===== src/rtl/rf_wb_arbiter_if.sv =====
// rtl/rf_wb_arbiter_if.sv - writeback, multi-cycle return and register-file port bundle
interface rf_wb_arbiter_if;
  logic        wb_we;
  logic [4:0]  wb_rd;
  logic [31:0] wb_data;
  logic        mdu_valid;
  logic [4:0]  mdu_rd;
  logic [31:0] mdu_data;
  logic        mdu_ready;
  logic        rf_we;
  logic [4:0]  rf_waddr;
  logic [31:0] rf_wdata;
  logic [31:0] busy;
  logic        stall_req;

  modport master (
    output wb_we, wb_rd, wb_data, mdu_valid, mdu_rd, mdu_data,
    input  mdu_ready, rf_we, rf_waddr, rf_wdata, busy, stall_req
  );

  modport slave (
    input  wb_we, wb_rd, wb_data, mdu_valid, mdu_rd, mdu_data,
    output mdu_ready, rf_we, rf_waddr, rf_wdata, busy, stall_req
  );
endinterface


===== src/rtl/rf_wb_arbiter.sv =====
// rtl/rf_wb_arbiter.sv - register-file write port arbiter, pipeline over buffered multi-cycle returns
// Optional starvation guard: RF_WB_STARVE_GUARD_EN
module rf_wb_arbiter #(
  parameter int DEPTH        = 4,
  parameter int STARVE_LIMIT = 8
) (
  input logic           clk,
  input logic           rst_n,
  rf_wb_arbiter_if.slave bus
);
  localparam int PW = $clog2(DEPTH);
  localparam int CW = PW + 1;

  logic [PW-1:0] rd_ptr, wr_ptr;
  logic [CW-1:0] count;
  logic [4:0]    rd_mem   [DEPTH];
  logic [31:0]   data_mem [DEPTH];

  logic        wb_issue, pop, store;
  logic        rf_we_q;
  logic [4:0]  rf_waddr_q;
  logic [31:0] rf_wdata_q;
  logic [31:0] busy_v;
  logic [PW-1:0] offs;

  assign bus.mdu_ready = (count < CW'(DEPTH));
  assign wb_issue      = bus.wb_we && (bus.wb_rd != 5'd0);
  assign pop           = !wb_issue && (count != '0);
  // Writes to x0 complete the handshake but never occupy a slot.
  assign store         = bus.mdu_valid && bus.mdu_ready && (bus.mdu_rd != 5'd0);

  always_ff @(posedge clk) begin
    if (rst_n && store) begin
      rd_mem[wr_ptr]   <= bus.mdu_rd;
      data_mem[wr_ptr] <= bus.mdu_data;
    end
  end

  always_ff @(posedge clk) begin
    if (!rst_n) begin
      rd_ptr <= '0;
      wr_ptr <= '0;
      count  <= '0;
    end else begin
      if (store) wr_ptr <= wr_ptr + PW'(1);
      if (pop)   rd_ptr <= rd_ptr + PW'(1);
      case ({store, pop})
        2'b10:   count <= count + CW'(1);
        2'b01:   count <= count - CW'(1);
        default: count <= count;
      endcase
    end
  end

  always_ff @(posedge clk) begin
    if (!rst_n) begin
      rf_we_q    <= 1'b0;
      rf_waddr_q <= '0;
      rf_wdata_q <= '0;
    end else begin
      rf_we_q <= wb_issue || pop;
      if (wb_issue) begin
        rf_waddr_q <= bus.wb_rd;
        rf_wdata_q <= bus.wb_data;
      end else if (pop) begin
        rf_waddr_q <= rd_mem[rd_ptr];
        rf_wdata_q <= data_mem[rd_ptr];
      end
    end
  end

  assign bus.rf_we    = rf_we_q;
  assign bus.rf_waddr = rf_waddr_q;
  assign bus.rf_wdata = rf_wdata_q;

  // An entry is live when its distance from the read pointer is below count.
  always_comb begin
    busy_v = '0;
    offs   = '0;
    for (int i = 0; i < DEPTH; i++) begin
      offs = PW'(i) - rd_ptr;
      if (CW'(offs) < count) busy_v[rd_mem[i]] = 1'b1;
    end
    busy_v[0] = 1'b0;
  end

  assign bus.busy = busy_v;

`ifdef RF_WB_STARVE_GUARD_EN
  logic [7:0] starve_cnt;
  logic       stall_q;
  logic       blocked;

  assign blocked = (count != '0) && !pop;

  always_ff @(posedge clk) begin
    if (!rst_n) begin
      starve_cnt <= '0;
      stall_q    <= 1'b0;
    end else if (!blocked) begin
      starve_cnt <= '0;
      stall_q    <= 1'b0;
    end else if (starve_cnt == 8'(STARVE_LIMIT - 1)) begin
      starve_cnt <= '0;
      stall_q    <= 1'b1;
    end else begin
      starve_cnt <= starve_cnt + 8'd1;
      stall_q    <= 1'b0;
    end
  end

  assign bus.stall_req = stall_q;
`else
  assign bus.stall_req = 1'b0;
`endif
endmodule


===== src/flat_wrapper.sv =====
// flat-port wrapper written by rule: the top's interface ports become plain ports
module rf_wb_arbiter_flat 
#(
  parameter int DEPTH        = 4,
  parameter int STARVE_LIMIT = 8
)
  (clk, rst_n, bus_wb_we, bus_wb_rd, bus_wb_data, bus_mdu_valid, bus_mdu_rd, bus_mdu_data, bus_mdu_ready, bus_rf_we, bus_rf_waddr, bus_rf_wdata, bus_busy, bus_stall_req);
  rf_wb_arbiter_if bus_i ();
  input logic clk;
  input logic rst_n;
  input wire logic [$bits(bus_i.wb_we)-1:0] bus_wb_we;
  input wire logic [$bits(bus_i.wb_rd)-1:0] bus_wb_rd;
  input wire logic [$bits(bus_i.wb_data)-1:0] bus_wb_data;
  input wire logic [$bits(bus_i.mdu_valid)-1:0] bus_mdu_valid;
  input wire logic [$bits(bus_i.mdu_rd)-1:0] bus_mdu_rd;
  input wire logic [$bits(bus_i.mdu_data)-1:0] bus_mdu_data;
  output wire logic [$bits(bus_i.mdu_ready)-1:0] bus_mdu_ready;
  output wire logic [$bits(bus_i.rf_we)-1:0] bus_rf_we;
  output wire logic [$bits(bus_i.rf_waddr)-1:0] bus_rf_waddr;
  output wire logic [$bits(bus_i.rf_wdata)-1:0] bus_rf_wdata;
  output wire logic [$bits(bus_i.busy)-1:0] bus_busy;
  output wire logic [$bits(bus_i.stall_req)-1:0] bus_stall_req;
  assign bus_i.wb_we = bus_wb_we;
  assign bus_i.wb_rd = bus_wb_rd;
  assign bus_i.wb_data = bus_wb_data;
  assign bus_i.mdu_valid = bus_mdu_valid;
  assign bus_i.mdu_rd = bus_mdu_rd;
  assign bus_i.mdu_data = bus_mdu_data;
  assign bus_mdu_ready = bus_i.mdu_ready;
  assign bus_rf_we = bus_i.rf_we;
  assign bus_rf_waddr = bus_i.rf_waddr;
  assign bus_rf_wdata = bus_i.rf_wdata;
  assign bus_busy = bus_i.busy;
  assign bus_stall_req = bus_i.stall_req;
  rf_wb_arbiter #(.DEPTH(DEPTH), .STARVE_LIMIT(STARVE_LIMIT)) u_core (.clk(clk), .rst_n(rst_n), .bus(bus_i));
endmodule

===== config.mk =====
export PLATFORM = sky130hd
export DESIGN_NAME = rf_wb_arbiter_flat
export DESIGN_NICKNAME = d
export VERILOG_FILES = /design/src/rtl/rf_wb_arbiter_if.sv /design/src/rtl/rf_wb_arbiter.sv /design/src/flat_wrapper.sv
export SDC_FILE = /design/constraint.sdc
export NUM_CORES = 1
export LEC_CHECK = 0
export CELL_PAD_IN_SITES_DETAIL_PLACEMENT = 0
export CELL_PAD_IN_SITES_GLOBAL_PLACEMENT = 1
export CORE_MARGIN = 5
export CORE_UTILIZATION = 40
export CTS_BUF_LIST = sky130_fd_sc_hd__clkbuf_8
export DETAILED_ROUTE_END_ITERATION = 7
export GPL_TIMING_DRIVEN = 0
export HOLD_SLACK_MARGIN = 0.03
export PLACE_DENSITY_LB_ADDON = 0.1
export SLEW_MARGIN = 15
export SYNTH_ARGS = -nofsm -noshare
export SYNTH_HDL_FRONTEND = slang
export SYNTH_SLANG_ARGS = --single-unit

===== constraint.sdc =====
create_clock -name clk -period 2.9 [get_ports clk]
set_input_delay 0.58 -clock clk [delete_from_list [all_inputs] [get_ports clk]]
set_output_delay 0.58 -clock clk [all_outputs]
set_load 0.02 [all_outputs]

# [Word level (Yosys, flattened, before mapping)]
# Memories as Yosys holds them, arrays and structs flattened. A register that Yosys moved wholly into a read port is not among the register bits.
# Index checks and enable logic that the tools add are counted.
[op_classes] add_sub_neg=8 n_lt_le_gt_ge=13 eq_ne=2 mux=23 bitwise=3 reduce_logical=16
[ops] op="$mux W32" n=6
[ops] op="$or A32 B32 Y32" n=3
[ops] op="$lt A5 B6 Y1 const B" n=4
[ops] op="$demux W1 S5" n=4
[ops] op="$ge A5 B1 Y1 const B" n=4
[ops] op="$lt A2 B3 Y1" n=4
[ops] op="$mux W5" n=2
[ops] op="$reduce_bool A5 Y1" n=2
[ops] op="$logic_and A1 B1 Y1" n=9
[ops] op="$mux W2" n=4
[ops] op="$mux W1" n=6
[ops] op="$pmux W3 S2" n=1
[ops] op="$add A2 B1 Y2 const B" n=2
[ops] op="$reduce_bool A2 Y1" n=2
[ops] op="$sub A1 B2 Y2 const A" n=2
[ops] op="$sub A2 B2 Y2 const A" n=2
[ops] op="$add A3 B1 Y3 const B" n=1
[ops] op="$lt A3 B3 Y1 const B" n=1
[ops] op="$reduce_bool A3 Y1" n=1
[ops] op="$sub A3 B1 Y3 const B" n=1
[ops] op="$eq A2 B1 Y1 const B" n=1
[ops] op="$eq A2 B2 Y1 const B" n=1
[ops] op="$logic_not A1 Y1" n=1
[ops] op="$logic_or A1 B1 Y1" n=1
[word_totals] register_bits=45 ram_bits=148 input_bits=78 wordCells=73 mem_count=2
[mem_list] memory="u_core.data_mem" depth=4 width=32 rd=1 rd_ports_with_merged_regs=1 write_ports=1 line_no="rf_wb_arbiter.sv:17" source="logic [31:0] data_mem [DEPTH];"
[mem_list] memory="u_core.rd_mem" depth=4 width=5 rd=5 rd_ports_with_merged_regs=1 write_ports=1 line_no="rf_wb_arbiter.sv:16" source="logic [4:0] rd_mem [DEPTH];"

# [Logic depth before layout (Yosys ltp)]
# Gate-level depths: netlist of the first run.
# An unclocked memory read counts as a cell.
[logic_depth] ltp_word=12 ltp_mapped=11 mapped_depth_nobuf=9

# [Least setup slack after synthesis of the first run]
# Ideal clock, no wire load.
[synth_path] path_type="input -> register" startpoint="input port bus_wb_rd[0]" endpoint="register u_core.count[2]" arrival_ps=2808 required_ps=2829 setup_slack_ps=21 path_stages=11 cell_sequence="or4_4 o21a_1 buf_4 buf_6 nor2_1 ha_1 inv_1 fa_1 xor2_1 or3_1 a21oi_1"
[synth_via] elab_chain_len=6 elab_cells_between_ends=8
[synth_rtl] element="from (decl)" line_no="flat_wrapper.sv:12" source="input wire logic [$bits(bus_i.wb_rd)-1:0] bus_wb_rd;"
[synth_rtl] element="$reduce_bool A5 Y1 *" line_no="rf_wb_arbiter.sv:27" source="assign wb_issue = bus.wb_we && (bus.wb_rd != 5'd0);"
[synth_rtl] element="$logic_and A1 B1 Y1 *" line_no="rf_wb_arbiter.sv:27"
[synth_rtl] element="$logic_not A1 Y1 *" line_no="rf_wb_arbiter.sv:28" source="assign pop = !wb_issue && (count != '0);"
[synth_rtl] element="$logic_and A1 B1 Y1 *" line_no="rf_wb_arbiter.sv:28"
[synth_rtl] element="via u_core.pop" line_no="rf_wb_arbiter.sv:19" source="logic wb_issue, pop, store;"
[synth_rtl] element="$eq A2 B1 Y1 / $eq A2 B2 Y1 (equally long branches)" line_no="rf_wb_arbiter.sv:47" source="case ({store, pop})"
[synth_rtl] element="$pmux W3 S2 / $reduce_bool A2 Y1 (equally long branches)"
[synth_rtl] element="to (signal assigned)" line_no="rf_wb_arbiter.sv:48" source="2'b10: count <= count + CW'(1);"
[synth_rtl] element="to (signal assigned)" line_no="rf_wb_arbiter.sv:49" source="2'b01: count <= count - CW'(1);"
[synth_rtl] element="to (signal assigned)" line_no="rf_wb_arbiter.sv:50" source="default: count <= count;"
[synth_rtl] element="to (decl)" line_no="rf_wb_arbiter.sv:15" source="logic [CW-1:0] count;"
# The timed path passes the listed nets; every way through them passes the cells marked *.
# A chain may end at the register's enable or synchronous reset.

# [Worst setup path after layout of the first run]
[layout_path] startpoint="register u_core.rd_ptr[1]" endpoint="output port bus_busy[7]"
[layout_via] elab_chain_len=9 elab_cells_between_ends=15
[layout_rtl] element="from (decl)" line_no="rf_wb_arbiter.sv:14" source="logic [PW-1:0] rd_ptr, wr_ptr;"
[layout_rtl] element="from (signal assigned)" line_no="rf_wb_arbiter.sv:46" source="if (pop) rd_ptr <= rd_ptr + PW'(1);"
[layout_rtl] element="$sub A1 B2 Y2" line_no="rf_wb_arbiter.sv:81" source="offs = PW'(i) - rd_ptr;"
[layout_rtl] element="$lt A2 B3 Y1" line_no="rf_wb_arbiter.sv:82" source="if (CW'(offs) < count) busy_v[rd_mem[i]] = 1'b1;"
[layout_rtl] element="$mux W32" line_no="rf_wb_arbiter.sv:82"
[layout_rtl] element="$or A32 B32 Y32 (no line)"
[layout_rtl] element="$mux W32" line_no="rf_wb_arbiter.sv:82"
[layout_rtl] element="$or A32 B32 Y32 (no line)"
[layout_rtl] element="$mux W32" line_no="rf_wb_arbiter.sv:82"
[layout_rtl] element="$or A32 B32 Y32 (no line)"
[layout_rtl] element="$mux W32 *" line_no="rf_wb_arbiter.sv:82"
[layout_rtl] element="to (decl)" line_no="flat_wrapper.sv:21" source="output wire logic [$bits(bus_i.busy)-1:0] bus_busy;"
# Mark *: on every way between the ends. The rest lies on a longest branch, timed or not.

==> parameters.txt, run 1 <==
Parameter                              Value

Run status
  Result of the run    complete, but fails checks
  Failing checks    setup timing

Clock network
  CTS Buf Count    17
  TritonCTS clock tree    yes
  CTS sink cnt    195
  Clock transition time at the flip-flop clock pins of the worst setup and hold paths    0.11 ns
  Later-pin clock latency in the skew report    0.47 ns
  Maximum number of buffers from clock root to sink    2
  Post-cts hold buffer count    0
  Cell chosen for the clock root    clkbuf_8
  Total number of H-tree levels    4

Critical path
  Worst setup path class    reg -> out
  Worst EP arrival    2.50 ns
  Logic depth of the worst register-to-register path    10
  WP data required    2.32 ns
  Largest fanout of any net on the critical path    5
  Crit. End Element    primary output
  Element type at the critical path start    register

Timing
  Setup ws final    -0.1847 ns
  Headroom to the max-slew limit    50.34%
  Clock Skew    0.01711 ns
  Post-layout minimum cycle time    3.085 ns
  Slew Limit Fails    0
  Final cycle utilization of the critical path    106.4%
  Highest achievable clock rate    324.2 MHz
  Hold violation count in the final report    0
  Setup repair after global routing missed its margin    true
  Number of setup violations in the final report    27
  Transition time at the pin with the least slew margin    0.7448 ns
  Min Hold Slack    0.4997 ns

Run
  # Max-Cap Violations    0

Final layout
  Final core utilization    55.16%
  P&R area growth vs syn    36.37%
  Count of antenna diodes in the layout    0
  Fraction of final layout cells sized beyond drive strength 1    28.49%
  Number of nets at the end of the flow    935
  Final cell count without fillers    1140

Route
  Total via count in the routed design    6575
  Per-cell via count in the routed design    5.768
  Remaining antenna violation count    0
  Routed metal-1 wire length    11160 um
  Highest routing layer actually used    met4
  WL/cell    23.55 um
  Number of design rule violations left after detail routing    0
  Routed length on met2    13300 um
  Initial DRC Count    387
  Final WL    26850 um
  Router iterations before antenna repair    5
  Met3 WL post-DR    1567 um

Yosys
  Post-synthesis area per instance    13.60 um^2
  Mapped Cells    645
  Syn. warnings    0
  Library cell with the highest instance count after synthesis    edfxtp_1
  Yosys top cell area share    50.66%
  Portion of the post-synthesis area used by sequential elements    61.38%
  Commonest cells in the synthesized netlist    edfxtp_1 (148), a21oi_1 (76), nand2_1 (50), dfxtp_1 (47), mux4_2 (37)
  Post-synthesis cell type count    58
  Dominant cells by area after synthesis    edfxtp_1 (51%), dfxtp_1 (11%), mux4_2 (9.5%), a21oi_1 (4.3%), nand2_1 (2.1%)
  Cell area after synthesis    8773 um^2
  Post-synth EDFFs    148
  Most instantiated flip-flop cell in the synthesis netlist    edfxtp_1
  Share of synthesized registers carrying an async set or reset    0%
  Post-synthesis register bit count    195
  Cell taking the most area after synthesis    edfxtp_1

Floorplan
  Die W    158.1 um
  Die Area    25000 um^2
  Effective utilization at floorplan    40.45%
  # IOs    150
  Site row count    54
  Floorplan die height    158.1 um
  Total core area    21690 um^2

GRT
  Vias in the first global route    6837
  First-pass GRT wire length    40450 um
  Total congestion overflow    0
  Antenna violations before repair    0
  Largest net degree at the start of global routing    26
  Global router's overall resource usage    21.67%

Worst hold path
  Hold WC Path Type    in -> reg
  Cells on Worst Hold Path    3

Power
  Reported leakage power    4.009 nW
  Worst IR drop on VDD    0.3405 mV
  Cell area power density    742.9 nW/um^2

Placement
  Gp weighted congestion    0.9116
  PortBufs    146
  Cell Count Post-Placement    1076
  Hpwl dp    18920 um
where the power goes:
part / switching, mW / total [mW] / internal [mW]
registers: 0.168 / 3.46 / 3.29
clock network: 1.14 / 1.91 / 0.774
logic: 1.94 / 3.52 / 1.58
kinds of logic after synthesis:
logic type               synth area share [%]
AO/OA/AOI/OAI                           15.57
flip-flops                              61.38
AND/OR/NAND/NOR                         8.272
buffers and inverters                   2.952
multiplexers                            9.869
adder cells (fa/ha/maj)                 1.512
XOR/XNOR                               0.3994
other                                 0.04274
critical path: stages (launching register included):
cell and delay, ns:
dfxtp_4 0.39, xnor2_4 0.20, inv_2 0.07, ha_4 0.28
nand2b_4 0.09, o2111ai_4 0.33, buf_6 0.18, o22ai_2 0.06
a221o_1 0.30, buf_6 0.14
area by class of cell:
type	count	area (um^2)
Multi-Input combinational cell	397	3647
Inverter	15	58.81
Tap cell	280	350.3
Clock inverter	15	210.2
Buffer	37	209.0
Sequential cell	195	5398
Timing Repair Buffer	184	1857
Clock buffer	17	234.0
Fill cell	1784	9724
per-stage QoR:
| step | worst slack [ns] | cell area, um^2 | setup TNS, ns | power (mW) |
|---|---|---|---|---|
| final | -0.1847 | 11960 | -2.614 | 8.888 |
| after global routing | -0.2755 | 11960 | -5.332 | 9.334 |
| after CTS | -0.2780 | 11720 | -5.571 | 8.787 |
| after detailed placement | -0.6874 | 10670 | -16.97 | 6.334 |
| after global placement | -1.042 | 10590 | -164.93 | 6.297 |
| after floorplan | 0.02120 | 8777 | 0 | 5.229 |
flip-flops by register name (all words and copies together), names as in the netlist, named ones only:
name,flops
u_core.rd_ptr,2
u_core.count,3
u_core.bus.rf_we,1
u_core.bus.rf_waddr,5
u_core.wr_ptr,2
u_core.data_mem,128
u_core.bus.rf_wdata,32
u_core.rd_mem,20
final timing paths:
check	start	to	slack, ns
worst max-delay path	u_core.rd_ptr[1]	bus_busy[7]	-0.18
worst min-delay path	rst_n	u_core.bus.rf_wdata[0]	0.50
worst max register to register	u_core.count[2]	u_core.count[2]	0.35
worst min register to register	u_core.bus.rf_wdata[13]	u_core.bus.rf_wdata[13]	0.54
routing by layer:
metal / vias up / GRT usage (%)
li1: 2963 / -
met1: 3307 / 28.51
met4: 0 / 8.164
met3: 52 / 4.456
met5: - / 0
met2: 253 / 35.56
cell usage in the layout, fill, tap and decap left out, types with 4 or more instances in the layout:
master / instances
a21oi_1: 75
a2111oi_4: 4
buf_6: 30
clkbuf_8: 17
clkbuf_1: 14
o21ai_0: 36
or3_1: 6
inv_12: 4
and2_1: 5
buf_2: 15
buf_4: 34
nand4_1: 5
a211o_1: 4
a221o_1: 12
and3_2: 4
o22ai_2: 12
mux4_2: 37
clkdlybuf4s50_1: 111
inv_1: 13
o2111ai_4: 6
nand2b_1: 13
dfxtp_1: 43
nand2b_4: 4
inv_8: 5
o221ai_1: 5
buf_12: 8
nor2_1: 23
o221ai_2: 8
edfxtp_1: 148
nor2b_1: 11
ha_1: 5
nand2_1: 50
timing repair:
item / in CTS / in global routing
pin swaps: 28 / 18
cloned: 0 / 0
endpoints found under the setup margin: 32 / 32
gates resized for setup: 241 / 54
setup buffers: 30 / 6
(Power assumes the default switching activity.)
==> run 2, diff against run 1 <==
--- a/config.mk
+++ b/config.mk
@@ -13,7 +13,7 @@
 export DETAILED_ROUTE_END_ITERATION = 7
 export GPL_TIMING_DRIVEN = 0
 export HOLD_SLACK_MARGIN = 0.03
-export PLACE_DENSITY_LB_ADDON = 0.1
+export PLACE_DENSITY = 0.83
 export SLEW_MARGIN = 15
 export SYNTH_ARGS = -nofsm -noshare
 export SYNTH_HDL_FRONTEND = slang
==> run 2 against run 1 <==
Compared with the run above:
- the flow still finishes with violations (setup timing)
- utilization is 0.52 points lower
- sequential power is 1% lower
- clock power shrank 21%
- wire length decreased by 7.8%
- total power is 4.8% lower
- count of clock-buffer cells in the layout up 1
- via count is 1.7% lower
- hold slack got worse by 0.081 ns
- combinational power about the same
- worst setup slack better by 0.057 ns
- global-route usage decreased by 2.1 points
- critical endpoint is now bus_busy[25]
- largest cell class unchanged
==> parameters.txt, run 2 (synthesized netlist as in run 1, its figures left out) <==
Parameter                              Value

Floorplan
  Effective utilization at floorplan    40.45% (unchanged)
  Die Area    25000 um^2 (unchanged)
  Floorplan die height    158.1 um (unchanged)
  Site row count    54 (unchanged)
  # IOs    150 (unchanged)
  Die W    158.1 um (unchanged)
  Total core area    21690 um^2 (unchanged)

Clock network
  Maximum number of buffers from clock root to sink    2 (unchanged)
  Clock transition time at the flip-flop clock pins of the worst setup and hold paths    0.08 ns (-0.03 ns)
  TritonCTS clock tree    yes
  Later-pin clock latency in the skew report    0.45 ns (-0.02 ns)
  CTS sink cnt    195 (unchanged)
  Total number of H-tree levels    4 (unchanged)
  CTS Buf Count    17 (unchanged)
  Cell chosen for the clock root    clkbuf_8
  Post-cts hold buffer count    0 (unchanged)

Timing
  Slew Limit Fails    0 (unchanged)
  Number of setup violations in the final report    26 (-3.7%)
  Setup ws final    -0.1279 ns (+0.05683 ns)
  Headroom to the max-slew limit    52.98% (+2.6 points)
  Highest achievable clock rate    330.3 MHz (+1.9%)
  Final cycle utilization of the critical path    104.4% (-2.0 points)
  Setup repair after global routing missed its margin    true
  Post-layout minimum cycle time    3.028 ns (-0.05683 ns)
  Clock Skew    0.01207 ns (-0.005040 ns)
  Hold violation count in the final report    0 (unchanged)
  Transition time at the pin with the least slew margin    0.7053 ns (-0.03954 ns)

Route
  Router iterations before antenna repair    5 (unchanged)
  Initial DRC Count    355 (-8.3%)
  Final WL    24760 um (-7.8%)
  Number of design rule violations left after detail routing    0 (unchanged)
  Total via count in the routed design    6464 (-1.7%)
  Remaining antenna violation count    0 (unchanged)
  WL/cell    21.61 um (-8.3%)
  Per-cell via count in the routed design    5.640 (-2.2%)

GRT
  Vias in the first global route    6591 (-3.6%)
  First-pass GRT wire length    37110 um (-8.3%)
  Total congestion overflow    0 (unchanged)
  Largest net degree at the start of global routing    29 (+12%)
  Antenna violations before repair    1 (+1)
  Global router's overall resource usage    19.58% (-2.1 points)

Power
  Register share of total power    40.4% (+1.5 points)
  Total power draw    8.465 mW (-4.8%)
  Proportion of power drawn by combinational gates    41.7% (+2.1 points)
  Reported leakage power    4.007 nW (about the same)
  Power dissipated by switching net loads    2.912 mW (-10%)
  Cell area power density    714.3 nW/um^2 (-3.9%)
  Cell Int Power    5.553 mW (-1.6%)
  Part of the power in the clock network    17.9% (-3.6 points)
  Sw Share    34.40% (-2.1 points)
  Worst IR drop on VDD    0.4507 mV (+32%)

Placement
  Cell Count Post-Placement    1076 (unchanged)
  PortBufs    146 (unchanged)
  Hpwl dp    17130 um (-9.5%)
  Gp weighted congestion    0.9896 (+8.6%)

Worst hold path
  Hold WC Path Type    in -> reg

Final layout
  Commonest non-fill, non-tap cell in the layout    edfxtp_1
  P&R area growth vs syn    35.08%
  Count of antenna diodes in the layout    0 (unchanged)
  Fraction of final layout cells sized beyond drive strength 1    27.02% (-1.5 points)
  Most flop-heavy register    u_core.data_mem
  Max reg flops    128 (unchanged)
  Final cell count without fillers    1146 (+0.53%)
  Number of nets at the end of the flow    941 (+0.64%)
  Commonest cells after routing, fill and taps aside    edfxtp_1 (148), clkdlybuf4s50_1 (111), a21oi_1 (75)

Critical path
  Crit. End Element    primary output
  WP data required    2.32 ns (about the same)
  Element type at the critical path start    register
  Series of cell instances along the critical path    xnor2_4, inv_2, ha_4, nand2b_4, o2111ai_4, buf_6, o22ai_2, a221o_1, buf_6
  Master of the slowest instance on the critical path    dfxtp_4
  Worst EP arrival    2.45 ns (-0.05 ns)
  Highest cell delay on the worst timing path    0.37 ns (-0.02 ns)
  Worst setup path class    reg -> out
  Setup slack of the most critical reg-to-reg path    0.43 ns (+0.08 ns)
  Largest fanout of any net on the critical path    6 (+1)
  Most repeated library cell on the critical path    buf_6

Run
  # Max-Cap Violations    0 (unchanged)

Run status
  Failing checks    setup timing
  Result of the run    complete, but fails checks
## run 2: changes by cell type in the layout (fill, tap and decap cells not counted), sizes merged
cell | previous run | this run
dlymetal6s2s | 0 | 2
dlygate4sd2 | 3 | 2
clkbuf | 33 | 35
inv | 26 | 24
clkinvlp | 0 | 1
buf | 90 | 94
## run 2: per-layer routing
layer / share of wire [%] / global-route usage (%) / vias to the layer above
li1: - / - / 2972
met4: 3.4 / 7.271 / 2
met1: 39 / 24.50 / 3141
met3: 6.4 / 3.991 / 68
met5: 0.044 / 0 / -
met2: 51 / 33.66 / 281
## run 2: metrics by stage
stage	setup slack [ns]	hold slack (ns)	instance area (um^2)	util, %	setup TNS, ns
floorplan	0.02120	0.4948	8777	-	0
global placement	-0.9134	0.5187	10590	48.82	-143.07
detailed placement	-0.6747	0.5227	10670	49.22	-12.73
CTS	-0.1927	0.5239	11630	53.63	-4.023
global route	-0.2355	0.4070	11850	54.64	-4.799
finish	-0.1279	0.4190	11850	54.64	-1.665
## run 2: worst paths after layout
check / from / end / cells after the start
min reg2reg: u_core.bus.rf_waddr[0] / u_core.bus.rf_waddr[0] / 2
max reg2reg: u_core.count[2] / u_core.count[2] / 10
max: u_core.rd_ptr[1] / bus_busy[25] / 9
min: bus_wb_rd[3] / u_core.bus.rf_waddr[3] / 3
## run 2: final cells by class
cell class,count,area (um^2)
clock inverter,14,88.84
fill,1791,9837
timing repair buffer,189,1897
clock buffer,18,247.7
sequential,195,5398
multi-input combinational,397,3602
buffer,38,206.4
inverter,15,61.31
tap,280,350.3
## run 2: repair_timing
item,in CTS,in global routing
resized for setup,236,53
setup endpoints to repair,32,32
pin swaps,22,17
setup buffers,38,3
## run 2: worst max-delay path: cells and delay by family, from the launching register on
kind / cells / cell delay [ns]
AO/OA/AOI/OAI: 3 / 0.70
flip-flops: 1 / 0.37
buffers and inverters: 3 / 0.35
adder cells (fa/ha/maj): 1 / 0.27
XOR/XNOR: 1 / 0.20
AND/OR/NAND/NOR: 1 / 0.09
## run 2: power groups by stage
| stage | Combinational, mW | Sequential, mW | Clock [mW] |
|---|---|---|---|
| global placement | 2.78 | 3.47 | 0 |
| global route | 3.78 | 3.45 | 1.65 |
| detailed placement | 2.82 | 3.47 | 0 |
| floorplan | 1.64 | 3.58 | 0 |
| finish | 3.53 | 3.42 | 1.51 |
| CTS | 3.41 | 3.42 | 1.54 |
==> run 3, diff against run 2 <==
--- a/config.mk
+++ b/config.mk
@@ -9,9 +9,9 @@
 export CELL_PAD_IN_SITES_GLOBAL_PLACEMENT = 1
 export CORE_MARGIN = 5
 export CORE_UTILIZATION = 40
-export CTS_BUF_LIST = sky130_fd_sc_hd__clkbuf_8
+export CTS_BUF_LIST = sky130_fd_sc_hd__clkbuf_4 sky130_fd_sc_hd__clkbuf_8
 export DETAILED_ROUTE_END_ITERATION = 7
-export GPL_TIMING_DRIVEN = 0
+export GPL_ROUTABILITY_DRIVEN = 0
 export HOLD_SLACK_MARGIN = 0.03
 export PLACE_DENSITY = 0.83
 export SLEW_MARGIN = 15
==> run 3 against run 2 <==
Compared with the run above:
- the flow still finishes with violations (setup timing)
- clock skew up 0.0094 ns
- fmax about the same
- sequential cell count unchanged
- wire length down 4.3%
- utilization up 0.35 points
- worst setup slack worse by 0.0012 ns
- design area up 0.64%
- sequential power up 1%
- die area unchanged
- count of clock-buffer cells in the layout up 5
- largest cell class unchanged
- largest power group is now sequential cells
==> parameters.txt, run 3 (synthesized netlist as in run 1, its figures left out) <==
Parameter                              Value

Run status
  Result of the run    complete, but fails checks
  Failing checks    setup timing

Floorplan
  Site row count    54 (unchanged)
  Effective utilization at floorplan    40.45% (unchanged)
  # IOs    150 (unchanged)
  Total core area    21690 um^2 (unchanged)
  Floorplan die height    158.1 um (unchanged)
  Die W    158.1 um (unchanged)
  Die Area    25000 um^2 (unchanged)

Clock network
  CTS Buf Count    17 (unchanged)
  Later-pin clock latency in the skew report    0.47 ns (+0.02 ns)
  Maximum number of buffers from clock root to sink    2 (unchanged)
  Clock transition time at the flip-flop clock pins of the worst setup and hold paths    0.09 ns (about the same)
  Total number of H-tree levels    4 (unchanged)
  CTS sink cnt    195 (unchanged)
  Cell chosen for the clock root    clkbuf_8
  TritonCTS clock tree    yes
  Post-cts hold buffer count    0 (unchanged)

Critical path
  Worst setup path class    reg -> out
  Setup slack of the most critical reg-to-reg path    0.68 ns (+0.25 ns)
  Largest fanout of any net on the critical path    5 (-1)
  WP data required    2.32 ns (about the same)
  Element type at the critical path start    register
  Crit. End Element    primary output
  Logic depth of the worst register-to-register path    10 (unchanged)
  Worst EP arrival    2.45 ns (about the same)

Timing
  Post-layout minimum cycle time    3.029 ns (+0.001170 ns)
  Slew Limit Fails    0 (unchanged)
  Min Hold Slack    0.5315 ns (+0.1124 ns)
  Clock Skew    0.02151 ns (+0.009449 ns)
  Headroom to the max-slew limit    45.82% (-7.2 points)
  Setup ws final    -0.1291 ns (-0.001170 ns)
  Number of setup violations in the final report    23 (-12%)
  Final cycle utilization of the critical path    104.5% (about the same)
  Hold violation count in the final report    0 (unchanged)
  Setup repair after global routing missed its margin    true
  Transition time at the pin with the least slew margin    0.8127 ns (+0.1074 ns)
  Highest achievable clock rate    330.1 MHz (about the same)

Route
  Remaining antenna violation count    0 (unchanged)
  Per-cell via count in the routed design    5.640 (about the same)
  Final WL    23690 um (-4.3%)
  Total via count in the routed design    6508 (+0.68%)
  Number of design rule violations left after detail routing    0 (unchanged)
  WL/cell    20.53 um (-5.0%)
  Router iterations before antenna repair    6 (+1)
  Initial DRC Count    493 (+39%)

Final layout
  Number of nets at the end of the flow    949 (+0.85%)
  Count of antenna diodes in the layout    0 (unchanged)
  Final cell count without fillers    1154 (+0.70%)
  Final core utilization    55.00% (+0.35 points)
  P&R area growth vs syn    35.95%
  Most flop-heavy register    u_core.data_mem
  Commonest cells after routing, fill and taps aside    edfxtp_1 (148), clkdlybuf4s50_1 (116), buf_4 (87)
  Commonest non-fill, non-tap cell in the layout    edfxtp_1
  Total non-filler cell area in the finished layout    11930 um^2 (+0.64%)
  Max reg flops    128 (unchanged)
  Fraction of final layout cells sized beyond drive strength 1    30.66% (+3.6 points)

Placement
  Hpwl dp    15980 um (-6.7%)
  Placement-stage cell area    10950 um^2 (+2.6%)
  PortBufs    147 (+0.68%)
  Cell Count Post-Placement    1096 (+1.9%)

GRT
  Antenna violations before repair    0 (-1)
  Total congestion overflow    0 (unchanged)
  Largest net degree at the start of global routing    39 (+34%)
  Vias in the first global route    6570 (-0.32%)
  Global router's overall resource usage    18.87% (-0.71 points)
  First-pass GRT wire length    36190 um (-2.5%)

Power
  Worst IR drop on VDD    0.4569 mV (+1.4%)
  Reported leakage power    4.054 nW (+1.2%)
  Cell area power density    711.9 nW/um^2 (-0.34%)

Worst hold path
  Cells on Worst Hold Path    2 (-1)
  Hold WC Path Type    reg -> reg

Run
  # Max-Cap Violations    0 (unchanged)
## run 3: changes by cell type in the layout (fill, tap and decap cells not counted), moves of 3 or more
cell / before / now
buf_4: 36 / 87
inv_1: 21 / 12
dfxtp_1: 43 / 40
dfxtp_4: 3 / 0
clkbuf_1: 15 / 0
dfxtp_2: 1 / 7
clkdlybuf4s50_1: 111 / 116
clkbuf_4: 2 / 6
buf_2: 15 / 5
buf_6: 35 / 21
## run 3: repair_timing
action,in CTS,in global routing
setup endpoints to repair,31,31
setup buffers,24,4
pin swaps,22,12
resized for setup,221,35
## run 3: critical path, stage by stage, from the launching register on
cell,delay [ns]
dfxtp_2,0.34
xnor2_2,0.19
inv_2,0.07
ha_4,0.28
nand2b_4,0.10
o2111ai_4,0.32
buf_6,0.15
o22ai_1,0.06
or3_1,0.30
buf_2,0.16
## run 3: final cells by class
class                           count  area [um^2]
Fill cell                        1772         9761
Sequential cell                   195         5394
Multi-Input combinational cell    397         3540
Timing Repair Buffer              235         2196
Tap cell                          280        350.3
Clock buffer                       23        279.0
Clock inverter                      9        110.1
Inverter                           15        58.81
## run 3: metrics by stage
stage / setup WS (ns) / setup TNS (ns) / power, mW
after global placement: -0.3306 / -5.166 / 6.351
after detailed placement: -0.3112 / -5.167 / 6.378
after global routing: -0.2434 / -4.044 / 8.935
after CTS: -0.1413 / -1.492 / 8.439
final: -0.1291 / -1.309 / 8.491
after floorplan: 0.02120 / 0 / 5.229
## run 3: per-layer routing
layer  vias to the layer above  routed length [um]  global-route usage (%)
met1                      3203                9364                   24.01
met2                       277               12100                   32.49
met3                        43                1751                   4.183
met4                         0                 472                   5.524
li1                       2985                   -                       -
met5                         -                   0                       0
## run 3: worst paths after layout
kind / from / end
min reg2reg: u_core.bus.rf_wdata[9] / u_core.bus.rf_wdata[9]
min: u_core.bus.rf_wdata[9] / u_core.bus.rf_wdata[9]
max reg2reg: u_core.count[2] / u_core.count[2]
max: u_core.rd_ptr[0] / bus_busy[10]
## run 3: report_power, final
part           internal (mW)  switching, mW
Combinational           1.52           1.81
Sequential              3.29          0.168
Clock                  0.824          0.880
